File: src/rtl/majority_vote_controller.sv
// majority_vote_controller
//   Runs one voting round for an N-input majority decision. A round opens on
//   start, takes at most one vote per voter, and closes when every voter has
//   voted or after TIMEOUT collection cycles. One decision cycle follows, which
//   registers the majority result and pulses done.
//
// Ports
//   clk        rising-edge clock
//   reset      synchronous, active-high reset
//   start      opens a round; only looked at while idle
//   vote_valid per-voter vote strobe
//   vote_val   per-voter vote value (1 = yes), qualified by vote_valid
//   busy       high while a round is in progress (collect or decide)
//   done       one-cycle pulse; result is valid from this cycle on
//   result     1 when 2*yes_count > N (absolute majority of all N voters)
//   yes_count  yes votes accepted in the current or last round
//   voted      mask of voters whose vote has been accepted
//   timed_out  last round closed by timeout with some voter missing
//   dbg_state  current FSM state (0 idle, 1 collect, 2 decide)
//
// Handshake: a vote from voter i is taken on any edge in collect where
// vote_valid[i] is high and voted[i] is still clear; there is no ready signal,
// the voted mask tells a voter its vote has landed. Later strobes from that
// voter are dropped.

module majority_vote_controller #(
  parameter int N       = 3,
  parameter int CNT_W   = 4,
  parameter int TIMEOUT = 16
) (
  input  logic             clk,
  input  logic             reset,
  input  logic             start,
  input  logic [N-1:0]     vote_valid,
  input  logic [N-1:0]     vote_val,
  output logic             busy,
  output logic             done,
  output logic             result,
  output logic [CNT_W-1:0] yes_count,
  output logic [N-1:0]     voted,
  output logic             timed_out,
  output logic [1:0]       dbg_state
);

  localparam int TMR_W = (TIMEOUT > 1) ? $clog2(TIMEOUT) : 1;

  typedef enum logic [1:0] {
    S_IDLE    = 2'd0,
    S_COLLECT = 2'd1,
    S_DECIDE  = 2'd2
  } state_t;

  state_t             r_state;
  state_t             w_state_n;
  logic               r_busy, r_done, r_result, r_timed_out;
  logic [CNT_W-1:0]   r_yes_count;
  logic [N-1:0]       r_voted;
  logic [TMR_W-1:0]   r_timer;

  logic               w_busy_n, w_done_n, w_result_n, w_timed_out_n;
  logic [CNT_W-1:0]   w_yes_count_n;
  logic [N-1:0]       w_voted_n;
  logic [TMR_W-1:0]   w_timer_n;

  // Voters voting for the first time this cycle, and the mask after accepting them.
  logic [N-1:0]       w_new;
  logic [N-1:0]       w_voted_upd;
  logic               w_all_voted;
  logic               w_last_cycle;
  logic [CNT_W-1:0]   w_add;
  logic [CNT_W:0]     w_twice_yes;

  assign w_new        = vote_valid & ~r_voted;
  assign w_voted_upd  = r_voted | w_new;
  assign w_all_voted  = &w_voted_upd;
  assign w_last_cycle = (r_timer == TMR_W'(TIMEOUT - 1));
  assign w_twice_yes  = {r_yes_count, 1'b0};

  // State and output registers.
  always_ff @(posedge clk) begin
    if (reset) begin
      r_state     <= S_IDLE;
      r_busy      <= 1'b0;
      r_done      <= 1'b0;
      r_result    <= 1'b0;
      r_timed_out <= 1'b0;
      r_yes_count <= '0;
      r_voted     <= '0;
      r_timer     <= '0;
    end else begin
      r_state     <= w_state_n;
      r_busy      <= w_busy_n;
      r_done      <= w_done_n;
      r_result    <= w_result_n;
      r_timed_out <= w_timed_out_n;
      r_yes_count <= w_yes_count_n;
      r_voted     <= w_voted_n;
      r_timer     <= w_timer_n;
    end
  end

  // Next-state logic.
  always_comb begin
    w_state_n = r_state;
    case (r_state)
      S_IDLE:    if (start) w_state_n = S_COLLECT;
      // All-voted and timeout on the same edge both just go to decide; the
      // decide cycle sees a full mask and so reports no timeout.
      S_COLLECT: if (w_all_voted || w_last_cycle) w_state_n = S_DECIDE;
      S_DECIDE:  w_state_n = S_IDLE;
      default:   w_state_n = S_IDLE;
    endcase
  end

  // Next values of the registered outputs.
  always_comb begin
    w_busy_n      = r_busy;
    w_done_n      = 1'b0;
    w_result_n    = r_result;
    w_timed_out_n = r_timed_out;
    w_yes_count_n = r_yes_count;
    w_voted_n     = r_voted;
    w_timer_n     = r_timer;
    w_add         = '0;
    for (int i = 0; i < N; i++) begin
      w_add = w_add + CNT_W'(w_new[i] & vote_val[i]);
    end
    case (r_state)
      S_IDLE: begin
        if (start) begin
          w_busy_n      = 1'b1;
          w_result_n    = 1'b0;
          w_timed_out_n = 1'b0;
          w_yes_count_n = '0;
          w_voted_n     = '0;
          w_timer_n     = '0;
        end
      end
      S_COLLECT: begin
        w_voted_n     = w_voted_upd;
        w_yes_count_n = r_yes_count + w_add;
        w_timer_n     = r_timer + TMR_W'(1);
      end
      S_DECIDE: begin
        w_result_n    = (w_twice_yes > (CNT_W + 1)'(N));
        w_timed_out_n = (r_voted != {N{1'b1}});
        w_done_n      = 1'b1;
        w_busy_n      = 1'b0;
      end
      default: ;
    endcase
  end

  assign busy      = r_busy;
  assign done      = r_done;
  assign result    = r_result;
  assign timed_out = r_timed_out;
  assign yes_count = r_yes_count;
  assign voted     = r_voted;
  assign dbg_state = r_state;

endmodule

File: config.mk
export PLATFORM = sky130hd
export DESIGN_NAME = majority_vote_controller
export DESIGN_NICKNAME = d
export VERILOG_FILES = /design/src/rtl/majority_vote_controller.sv
export SDC_FILE = /design/constraint.sdc
export NUM_CORES = 1
export LEC_CHECK = 0
export ABC_AREA = 0
export CAP_MARGIN = 30
export CORE_MARGIN = 8
export CORE_UTILIZATION = 25
export DETAILED_ROUTE_END_ITERATION = 10
export GPL_TIMING_DRIVEN = 0
export PLACE_DENSITY = 0.54
export REMOVE_ABC_BUFFERS = 1
export SYNTH_ARGS = -nofsm -noshare
export SYNTH_HDL_FRONTEND = slang
export SYNTH_SLANG_ARGS = --single-unit
File: constraint.sdc
create_clock -name clk -period 2.95 [get_ports clk]
set_clock_uncertainty 0.2 [all_clocks]
set_input_delay 0.4425 -clock clk [delete_from_list [all_inputs] [get_ports clk]]
set_output_delay 0.4425 -clock clk [all_outputs]
set_load 0.02 [all_outputs]
Word-level counts from Yosys, hierarchy flattened:

Index checks and enable logic that the tools add are counted.

* mux-type cells: 14
* eq/ne operators: 6
* add/sub/neg operators: 4
* order comparisons: 1
* reduce and logical (&&, ||, !) cells: 8
* bitwise logic cells: 6

Operators by type and width (number)
* $pmux W4 S2: 2
* $pmux W1 S2: 3
* $pmux W3 S2: 1
* $reduce_and A2 Y1: 3
* $gt A5 B2 Y1 const B: 1
* $add A4 B1 Y4 const B: 1
* $add A4 B3 Y4: 1
* $eq A4 B4 Y1 const B: 1
* $mux W2: 2
* $mux W4: 1
* $ne A2 B2 Y1 const B: 2
* $pmux W2 S2: 1
* $reduce_bool A2 Y1: 2
* $add A2 B1 Y3: 1
* $and A1 B1 Y1: 3
* $and A3 B3 Y3: 1
* $mux W1: 3
* $mux W3: 1
* $ne A3 B3 Y1 const B: 1
* $not A3 Y3: 1
* $or A3 B3 Y3: 1
* $reduce_and A3 Y1: 1
* $add A1 B1 Y2: 1
* $eq A2 B1 Y1 const B: 1
* 3 further kinds: 3

* logic and storage cells: 47
* input bits: 9
* register bits: 17

Longest topological paths before layout:

* depth after elaboration: 7
* mapped depth: 8
* depth with buffers taken out: 8

Worst setup path after synthesis:

No wires, ideal clock.

* kind: flip-flop to flip-flop
* start point: register r_voted[0] (netlist: voted[0])
* end point: register r_yes_count[2] (netlist: yes_count[2])
* stages on the path, launching flop included: 8
* clock period less this slack: 2.321 ns
* library setup time: 0.127 ns
* data arrival time: 1.994 ns
* data required time: 2.623 ns
* buffers on the path: 0
* setup slack: 0.629 ns
* cell sequence: dfxtp_1 -> nor2_1 -> fa_1 -> ha_1 -> fa_1 -> nor3b_1 -> o21ai_0 -> a21oi_1

* word-level cells in the longest chain between the ends: 7

Ends and longest elaborated chain
* start: declaration: RTL line 57 `logic [N-1:0] r_voted;`
* start signal: assignment: RTL line 97 `r_voted <= w_voted_n;`
* $not A3 Y3: RTL line 73 `assign w_new = vote_valid & ~r_voted;`
* $and A3 B3 Y3: RTL line 73
* $and A1 B1 Y1: RTL line 126 `w_add = w_add + CNT_W'(w_new[i] & vote_val[i]);`
* $add A1 B1 Y2: RTL line 126
* $add A2 B1 Y3: RTL line 126
* $add A4 B3 Y4: RTL line 141 `w_yes_count_n = r_yes_count + w_add;`
* $pmux W4 S2: RTL line 128 `case (r_state)`
* end signal: assignment: RTL line 96 `r_yes_count <= w_yes_count_n;`
* end: declaration: RTL line 56 `logic [CNT_W-1:0] r_yes_count;`

No other way between the ends.
A chain may end at the register's enable or synchronous reset.

Worst setup path in the final report:

* start point: input port vote_valid[2]
* end point: register r_yes_count[2] (netlist: yes_count[2])

* word-level cells in the longest chain between the ends: 5

Ends and longest elaborated chain
* start: declaration: RTL line 34 `input logic [N-1:0] vote_valid,`
* $and A3 B3 Y3: RTL line 73
* $and A1 B1 Y1: RTL line 126
* $add A2 B1 Y3: RTL line 126
* $add A4 B3 Y4: RTL line 141
* $pmux W4 S2: RTL line 128

No other way between the ends.

==> results.toml <==
[final_layout]
multi_input_area_um2 = 463
seqCellArea_um2 = 340
fillers = 365
drive_above_1_share_pct = 4.24
syn2layout_area_growth_pct = 33.7
nets = 133
antennaDiodeCount = 0
stdcell_area_mm2 = 0.00110

[synthesis]
synth_edf_count = 0
yosys_warnings = 0
synth_most_common_cell = "dfxtp_1"
ys_seq_area_share_pct = 41.3
syn_area_um2 = 823
synth_ff_type = "dfxtp_1"
synth_common_cells = "17 x dfxtp_1, 11 x nand2_1, 10 x nor2_1"
synthArstFlopShare_pct = 0
synth.area.top_cells = "dfxtp_1 41%, nor2b_1 6.1%, nand2_1 5.0%"
syn_inst = 97
synth_top_area_share_pct = 41.3
synth_seq_cells = 17
synth_top_cell_by_area = "dfxtp_1"
synthDistinctLibCells = 28
syn_avg_cell_area_um2 = 8.49

[clocking]
cts_made_buffers = 3
cts_hold_buf = 0
cts_setup_buffers = 0
cts.clk_slew.worst_paths_ns = 0.10
cts_tree = "done"
clock-sinks = 17
clock_path_buffers = 2
clock_latency_ns = 0.28
cts_resized = 0
root_buffer = "clkbuf_4"
h-tree-depth = 1

[critical_path]
path_common_cell = "fa_1"
slowest_delay_ns = 0.50
cp_max_fo = 3
crit_required_ns = 2.90
critPathSlowestCell = "clkdlybuf4s50_1"
worst_ep_arrival_time_ns = 2.59
crit_type = "in -> reg"
worstSetupEndpointType = "flop"
path_cells = "clkdlybuf4s50_1 > nand2_1 > nor2_1 > fa_1 > ha_1 > fa_1 > nor3b_1 > o21ai_0 > a21oi_1"
worst_setup_path_start_kind = "input pin"

[sta]
fin_tns_setup_ns = 0
max_freq_mhz = 379
max-slew-margin-rel_pct = 57.4
post-route-period-util_pct = 89.4
worst_slew_pin_slew_ns = 0.637
fin_crit_ns = 2.64
rsz0062_at_grt = "no"
drv_slew = 0
hold_violations = 0
finalSetupViolCount = 0

[pwr]
vdd_ir_drop_max_v = 0.000114
total_power_w = 0.000451
powerDensity_mw_per_mm2 = 409
leakage_nw = 0.430

[global_route]
grt_use_total_pct = 7.96
grt-ovfl-total = 0
grt_max_degree = 18
grt_pass1_vias = 727
grt_pass1_wl_um = 3350
antenna_found_initial = 0

[drt]
routedWlPerCell_um = 12.5
ant_nets = 0
vias = 756
drc = 0
via_per_inst = 4.61
dr.pass1.iters = 4
wl_um = 2040
drt_iter0_drc = 58

[floorplan]
dieArea_mm2 = 0.00539
fp-row-count = 21
die_h_um = 73.4
die_width_um = 73.4
ios = 22
core_mm2 = 0.00326
initial_utilization_pct = 25.3

[status]
status = "complete, no violations"

[placed_design]
place.gp.congestion = 0.736
postPlaceCellArea_mm2 = 0.00107
portBuffers = 21
place_hpwl_um = 1510

[flow_run]
cap_violations = 0

[worst_hold_path]
hp-class = "reg -> reg"
-- metal layers --
metal | wire length [um] | GRT usage [%] | vias up
met1 | 916 | 9.10 | 354
met2 | 978 | 13.4 | 18
li1 | - | - | 382
met5 | 0 | 0 | -
met4 | 24 | 3.33 | 0
met3 | 124 | 2.32 | 2
-- final cells by class --
class / count / area share, %
Inverter: 1 / 0.341
Timing Repair Buffer: 21 / 19.1
Tap cell: 46 / 5.23
Clock buffer: 4 / 2.39
Multi-Input combinational cell: 75 / 42.0
Sequential cell: 17 / 30.9
-- per-stage QoR --
step,cells,setup WS (ns),hold slack (ns),utilization [%]
CTS,164,0.290,0.280,33.8
floorplan,93,0.629,0.259,-
global placement,160,0.00900,0.260,33.0
detailed placement,160,-0.0216,0.265,33.0
global route,164,0.221,0.311,33.8
finish,164,0.312,0.277,33.8
-- where the power goes --
group / leakage, nW / internal [W] / switching, W
Combinational: 0.277 / 0.0000383 / 0.0000384
Clock: 0.0150 / 0.0000524 / 0.0000708
Sequential: 0.138 / 0.000238 / 0.0000129
-- critical path, delay by kind of cell --
kind | cells | cell delay [ns]
buffers and inverters | 1 | 0.50
AOI/OAI and AO/OA | 2 | 0.25
and+or+nand+nor | 3 | 0.34
adders and majority gates | 3 | 1.05
-- kinds of logic after synthesis --
kind of cell               Yosys count  synth area share, %
DFF                                 17                 41.3
AOI/OAI and AO/OA                   26                 19.2
muxes                                2                 2.43
adders and majority gates            5                 9.42
buffers and inverters                5                 2.43
and+or+nand+nor                     42                 25.2
-- cells in the final DEF, fill, tap and decap left out --
cell type        instances
or4_1                    1
a22oi_1                  4
nand2b_1                 1
inv_2                    1
nor2_1                  10
nand2_1                 11
clkbuf_4                 3
a21o_1                   1
dfxtp_1                 17
clkdlybuf4s50_1         21
nor3_1                   1
ha_1                     3
o21bai_1                 2
and2b_1                  1
clkbuf_1                 1
nor2b_1                  8
and3_1                   1
o21ai_0                  7
nand3_1                  5
o31ai_1                  1
a31oi_1                  1
mux2i_1                  2
or2_2                    1
a21oi_1                  7
o22ai_1                  1
fa_1                     2
nor3b_1                  2
o211ai_1                 1
a21boi_0                 1
-- registers in the layout, summed over array words and instances, names as in the netlist --
signal	cells
done	1
result	1
voted	3
timed_out	1
dbg_state	2
yes_count	4
busy	1
r_timer	4
-- worst paths after layout --
check	depth (start not counted)	start	slack, ns	end
worst min register to register	2	result	0.28	result
worst max-delay path	9	vote_valid[2]	0.31	yes_count[2]
worst max register to register	7	voted[0]	0.63	yes_count[2]
worst min-delay path	2	result	0.28	result
(Power assumes the default switching activity.)
